<file path="src/rtl/ascon_round_sequencer.sv">
// ASCON-128 encryption round sequencer: owns the round index and every load/XOR/valid strobe for the datapath.
// Block handshake in WAIT_AD/WAIT_PT only; AD phase exists only when ASCON_AD_EN is defined.
module ascon_round_sequencer (
  input  logic       clock_i,
  input  logic       resetb_i,
  input  logic       start_i,
  input  logic       ad_en_i,
  input  logic       blk_valid_i,
  input  logic       blk_last_i,
  output logic       blk_ready_o,
  output logic [3:0] round_o,
  output logic       perm_en_o,
  output logic       load_o,
  output logic       xor_key_begin_o,
  output logic       xor_key_end_o,
  output logic       xor_data_o,
  output logic       xor_dom_sep_o,
  output logic       cipher_valid_o,
  output logic       tag_valid_o,
  output logic       busy_o,
  output logic       done_o
);

  typedef enum logic [3:0] {
    ST_IDLE,
    ST_LOAD,
    ST_INIT,
    ST_WAIT_AD,
    ST_PERM_AD,
    ST_WAIT_PT,
    ST_PERM_PT,
    ST_FINAL,
    ST_DONE
  } state_e;

  state_e     state_q, state_d;
  logic [3:0] cnt_q, cnt_d;
  logic       ad_flag_q, ad_flag_d;
  logic       last_round;

`ifdef ASCON_AD_EN
  logic       last_q, last_d;

  // Last-AD flag is captured at the handshake and consumed on the final PERM_AD round.
  always_comb begin
    last_d = last_q;
    if ((state_q == ST_WAIT_AD) && blk_valid_i) begin
      last_d = blk_last_i;
    end
  end

  always_ff @(posedge clock_i or negedge resetb_i) begin
    if (!resetb_i) begin
      last_q <= 1'b0;
    end else begin
      last_q <= last_d;
    end
  end
`else
  logic       ad_en_unused;
  assign ad_en_unused = ad_en_i;
`endif

  assign last_round = (cnt_q == 4'd11);

  always_comb begin
    state_d         = state_q;
    cnt_d           = cnt_q;
    ad_flag_d       = ad_flag_q;
    blk_ready_o     = 1'b0;
    perm_en_o       = 1'b0;
    load_o          = 1'b0;
    xor_key_begin_o = 1'b0;
    xor_key_end_o   = 1'b0;
    xor_data_o      = 1'b0;
    xor_dom_sep_o   = 1'b0;
    cipher_valid_o  = 1'b0;
    tag_valid_o     = 1'b0;
    done_o          = 1'b0;
    busy_o          = (state_q != ST_IDLE);

    case (state_q)
      ST_IDLE: begin
        if (start_i) begin
`ifdef ASCON_AD_EN
          ad_flag_d = ad_en_i;
`else
          ad_flag_d = 1'b0;
`endif
          state_d = ST_LOAD;
        end
      end

      ST_LOAD: begin
        load_o  = 1'b1;
        cnt_d   = 4'd0;
        state_d = ST_INIT;
      end

      ST_INIT: begin
        perm_en_o = 1'b1;
        if (last_round) begin
          xor_key_end_o = 1'b1;
          if (ad_flag_q) begin
            state_d = ST_WAIT_AD;
          end else begin
            xor_dom_sep_o = 1'b1;
            state_d       = ST_WAIT_PT;
          end
        end else begin
          cnt_d = cnt_q + 4'd1;
        end
      end

`ifdef ASCON_AD_EN
      ST_WAIT_AD: begin
        blk_ready_o = 1'b1;
        if (blk_valid_i) begin
          xor_data_o = 1'b1;
          cnt_d      = 4'd6;
          state_d    = ST_PERM_AD;
        end
      end

      ST_PERM_AD: begin
        perm_en_o = 1'b1;
        if (last_round) begin
          if (last_q) begin
            xor_dom_sep_o = 1'b1;
            state_d       = ST_WAIT_PT;
          end else begin
            state_d = ST_WAIT_AD;
          end
        end else begin
          cnt_d = cnt_q + 4'd1;
        end
      end
`endif

      ST_WAIT_PT: begin
        blk_ready_o = 1'b1;
        if (blk_valid_i) begin
          xor_data_o     = 1'b1;
          cipher_valid_o = 1'b1;
          if (blk_last_i) begin
            xor_key_begin_o = 1'b1;
            cnt_d           = 4'd0;
            state_d         = ST_FINAL;
          end else begin
            cnt_d   = 4'd6;
            state_d = ST_PERM_PT;
          end
        end
      end

      ST_PERM_PT: begin
        perm_en_o = 1'b1;
        if (last_round) begin
          state_d = ST_WAIT_PT;
        end else begin
          cnt_d = cnt_q + 4'd1;
        end
      end

      ST_FINAL: begin
        perm_en_o = 1'b1;
        if (last_round) begin
          xor_key_end_o = 1'b1;
          state_d       = ST_DONE;
        end else begin
          cnt_d = cnt_q + 4'd1;
        end
      end

      ST_DONE: begin
        tag_valid_o = 1'b1;
        done_o      = 1'b1;
        state_d     = ST_IDLE;
      end

      default: begin
        state_d = ST_IDLE;
      end
    endcase

    // Constant generator sees 0 whenever no round is being applied.
    round_o = perm_en_o ? cnt_q : 4'd0;
  end

  always_ff @(posedge clock_i or negedge resetb_i) begin
    if (!resetb_i) begin
      state_q   <= ST_IDLE;
      cnt_q     <= 4'd0;
      ad_flag_q <= 1'b0;
    end else begin
      state_q   <= state_d;
      cnt_q     <= cnt_d;
      ad_flag_q <= ad_flag_d;
    end
  end

endmodule

</file>
<file path="config.mk">
export PLATFORM = sky130hd
export DESIGN_NAME = ascon_round_sequencer
export DESIGN_NICKNAME = d
export VERILOG_FILES = /design/src/rtl/ascon_round_sequencer.sv
export SDC_FILE = /design/constraint.sdc
export NUM_CORES = 1
export LEC_CHECK = 0
export ABC_AREA = 0
export CELL_PAD_IN_SITES_DETAIL_PLACEMENT = 0
export CELL_PAD_IN_SITES_GLOBAL_PLACEMENT = 1
export CORE_UTILIZATION = 31
export CTS_BUF_LIST = sky130_fd_sc_hd__clkbuf_16
export CTS_CLUSTER_DIAMETER = 30
export DETAILED_ROUTE_END_ITERATION = 12
export PLACE_DENSITY_LB_ADDON = 0.1
export SLEW_MARGIN = 20
export SYNTH_ARGS = -nofsm -noshare
export SYNTH_HDL_FRONTEND = slang
export SYNTH_SLANG_ARGS = --single-unit
</file>
<file path="constraint.sdc">
create_clock -name clock_i -period 1.7 [get_ports clock_i]
set_input_delay 0.34 -clock clock_i [delete_from_list [all_inputs] [get_ports clock_i]]
set_output_delay 0.34 -clock clock_i [all_outputs]
set_load 0.05 [all_outputs]
</file>
# Word-level counts from Yosys, hierarchy flattened
# Cells that the tools add are included.
# W data, S select, Z words.
[totals]
mem_bits_rw = 0
input_bits = 6
ff_bits = 8
mem_bits_ro = 0
latchBits = 0
n_memories = 0
out_inout_bits = 15
[op_classes]
reduce_logical = 8
n_div = 0
n_addsub = 1
n_eq_ne = 13
n_mul = 0
shift = 0
n_lt_le_gt_ge = 0
bitwise_logic = 0
mux = 23
[ops]
columns = ["cell", "n"]
rows = [
  ["$mux W4", 7],
  ["$pmux W4 S5", 1],
  ["$mux W1", 13],
  ["$eq A4 B3 Y1 const B", 3],
  ["$ne A2 B2 Y1 const B", 6],
  ["$pmux W4 S3", 1],
  ["$eq A4 B4 Y1 const B", 2],
  ["$reduce_and A5 Y1", 1],
  ["$add A4 B1 Y4 const B", 1],
  ["$eq A4 B1 Y1 const B", 1],
  ["$eq A4 B2 Y1 const B", 1],
  ["$logic_not A4 Y1", 1],
  ["$reduce_bool A4 Y1", 1],
  ["$reduce_or A2 Y1", 2],
  ["$mux W3", 1],
  ["$reduce_and A3 Y1", 1],
  ["$reduce_bool A3 Y1", 1],
  ["$reduce_or A3 Y1", 1],
]

# Longest topological paths before layout
[depth]
ltp_word = 4
depth_mapped = 5
depth_no_buf = 5

# Least setup slack after synthesis
# No wires, ideal clock.
[synth_path]
path_type = "flip-flop to output port"
startpoint = "reg state_q[1]"
endpoint = "out load_o"
required_time_ns = 1.360
stages_incl_launch_ff = 3
arrival_time_ns = 2.162
path_buffers = 1
setup_slack_ns = -0.802
path_cell_list = "dfrtp_1 -> buf_6 -> nor4b_1"
[synth_via]
elab_chain_len = 2
[synth_lines]
columns = ["item", "line_no", "rtl"]
rows = [
  ["from (decl)", "36", "state_e state_q, state_d;"],
  ["from (signal assigned)", "196", "state_q <= state_d;"],
  ["$eq A4 B1 Y1", "82", "case (state_q)"],
  ["$mux W1", "82", ""],
  ["to (decl)", "13", "output logic load_o,"],
]
# No other way between the ends.

# Final worst setup path
[layout_path]
startpoint = "reg state_q[0]"
endpoint = "out busy_o"
[layout_via]
elab_chain_len = 1
[layout_lines]
columns = ["item", "line_no", "rtl"]
rows = [
  ["$reduce_bool A4 Y1", "80", "busy_o = (state_q != ST_IDLE);"],
  ["to (decl)", "20", "output logic busy_o,"],
]
# No other way between the ends.

==> impl_metrics.ini <==
[outcome]
status = finished, violations left
failed_checks = setup timing

[placed_design]
place_ws_ns = 0.0740
port_buffers = 19
gp_congestion = 0.726
hpwl_um = 1100
dpl-instance-area_um2 = 982

[sta]
fin_crit_ns = 1.74
finalSetupTns_ns = -0.192
fmax_mhz = 573
setup_violations = 6
drv_slew = 0
rsz0062_at_grt = true
finalCritPeriodShare_pct = 103
hold_viol_final = 0
setup_ws_ns = -0.0447
worst_slew_pin_slew_ns = 0.353
clock_skew_ns = 0.00191
maxSlewHeadroom_pct = 76.4

[pwr]
power.leakage_nw = 0.519
power_density_nw_per_um2 = 1880
vdd_drop_max_v = 0.00121
power.total_mw = 2.31

[global_routing]
grt_use_total_pct = 16.1
grt.overflow.total = 0
grt_pass1_vias = 523
antenna_found_initial = 0
grt_max_degree = 9
grt_pass1_wl_um = 2320

[die]
chipWidth_um = 45.6
die-area_um2 = 2080
core_area_um2 = 1760
die_y_um = 45.6
num_rows = 15
start_util_pct = 33.5
ioPinCount = 21

[routing]
routed_wirelength_um = 1510
remaining_drc_errors = 0
drtAntennaViolNets = 0
viasPerCell = 4.94
dr_total_vias = 598
drt_iter0_markers = 8
wl_per_cell_um = 12.4
first_pass_iters = 4

[synthesis]
yosysWarningCount = 0
synthSimpleGateAreaFrac_pct = 39.2
synth-compound-area-share_pct = 15.5
synthMuxAreaShare_pct = 0
synth_top_family_by_area = simple AND/OR/NAND/NOR gates
ys_ff_latch = 8
yosysUniqueCellTypes = 34
synth_fa_ha_area_share_pct = 2.12
syn_area_per_cell_um2 = 9.53
synth_xor_area_share_pct = 1.48
syn_area_um2 = 591
ys_seq_area_share_pct = 33.9
syn-instance-count = 62
syn-num-nets = 69

[critical_path]
cp.required_ns = 1.36
reg2reg_slack_ns = 0.07
r2r-start = state_q[0]$_DFFE_PN0P_
path_max_fanout = 3
start_kind = flop
worstReg2RegEnd = cnt_q[2]$_DFFE_PN0P_
path_class = reg -> out
cp.arrival_ns = 1.40
reg2regPathDepth = 7
cp-end-kind = output port

[cts]
root_buffer = clkbuf_16
numCtsBuffers = 3
clock_path_buffers = 2
cts_tree = yes
h-tree-depth = 1
cts.sinks = 8
clkLatencyLatePin_ns = 0.23
path_clk_slew_ns = 0.04
ctsHoldBuffers = 0

[job]
drv_cap = 0

[cells_and_area]
syn2layout_area_growth_pct = 107
final_common_cell = buf_12
drive_gt1_share_pct = 58.3
nets = 104
antennaDiodeCount = 0
utilization_pct = 69.4
final_area_um2 = 1220
layout_common_cells = 15 x buf_12, 12 x buf_4, 6 x and3_4, 6 x dfrtp_1

[worst_hold_path]
hp-class = in -> async
critical path: stages, from the launching register on:
cell and delay (ns):
dfrtp_1 0.39, or2_4 0.29, or3_4 0.33, buf_6 0.16
repair_timing:
| action | CTS | global route |
|---|---|---|
| gates resized for setup | 13 | 6 |
| setup endpoints to repair | 15 | 15 |
| buffers inserted | 5 | 4 |
| pin swaps | 3 | 7 |
Yosys cell counts:
library cell / count / area share (%)
nand3_2: 1 / 1.7
a32oi_1: 1 / 1.5
a211oi_1: 1 / 1.3
nor2b_4: 1 / 2.3
nor4bb_4: 1 / 4.2
nand3_1: 4 / 3.4
nand2b_4: 1 / 2.3
nor3b_2: 1 / 2.1
o22a_1: 1 / 1.5
xor2_1: 1 / 1.5
o21ai_1: 2 / 1.7
buf_6: 2 / 3.8
buf_2: 1 / 0.85
buf_4: 2 / 2.5
a21oi_1: 3 / 2.5
a32o_1: 1 / 1.7
or3_1: 1 / 1.1
o31ai_1: 1 / 1.3
nand3b_1: 1 / 1.3
a22oi_1: 1 / 1.3
and2_2: 1 / 1.3
ha_1: 1 / 2.1
nand2_1: 4 / 2.5
inv_1: 1 / 0.63
and3_1: 6 / 6.4
nand2b_1: 2 / 2.1
or2_1: 1 / 1.1
a31o_1: 1 / 1.5
o21a_1: 1 / 1.3
and2_4: 1 / 1.5
nor2_1: 5 / 3.2
dfrtp_1: 8 / 34
and2b_1: 1 / 1.3
nor4b_1: 1 / 1.5
how the worst max path moves through the flow:
stage,start,to,slack [ns]
global placement,blk_valid_i,cnt_q[2]$_DFFE_PN0P_,0.08
finish,state_q[0]$_DFFE_PN0P_,busy_o,-0.04
floorplan,state_q[1]$_DFFE_PN0P_,xor_data_o,-0.44
detailed placement,blk_valid_i,cnt_q[2]$_DFFE_PN0P_,0.07
global route,state_q[3]$_DFFE_PN0P_,xor_key_begin_o,-0.12
CTS,state_q[1]$_DFFE_PN0P_,xor_key_begin_o,-0.05
layout make-up:
cell class	instances	area, µm²
fillers	157	539
multi-input cells	48	433
repair buffers	35	475
flip-flops and latches	8	203
well taps	25	31.3
clock inverters	1	3.75
inverters	1	3.75
clock buffers	3	75.1
power by group:
| group | internal (mW) | switching [mW] | total (mW) |
|---|---|---|---|
| Clock | 0.306 | 0.0890 | 0.395 |
| Combinational | 0.817 | 0.749 | 1.57 |
| Sequential | 0.267 | 0.0795 | 0.347 |
flip-flops by register name (all words and copies together), names as in the netlist:
| register | flops |
|---|---|
| cnt_q | 4 |
| state_q | 4 |
routing by layer:
| layer | part of all wire [%] | global-route usage, % | vias up |
|---|---|---|---|
| li1 | - | - | 291 |
| met1 | 46 | 20.9 | 290 |
| met2 | 50 | 24.6 | 15 |
| met3 | 2.3 | 2.38 | 2 |
| met4 | 1.8 | 10.9 | 0 |
| met5 | 0 | 0 | - |
logic make-up (layout without fill, tap and decap cells):
kind of cell | count (synthesis) | after routing
flops | 8 | 8
buf+inv | 6 | 40
xor+xnor | 1 | 1
simple gates | 33 | 33
fa+ha+maj | 1 | 1
compound gates | 13 | 13
metrics by stage:
stage                     hold WS (ns)  cells
after floorplan                 0.0444     62
after global placement           0.565    108
after detailed placement         0.566    108
after CTS                        0.394    117
after global routing             0.407    121
final                            0.386    121
Power figures use the tool's default switching activity.
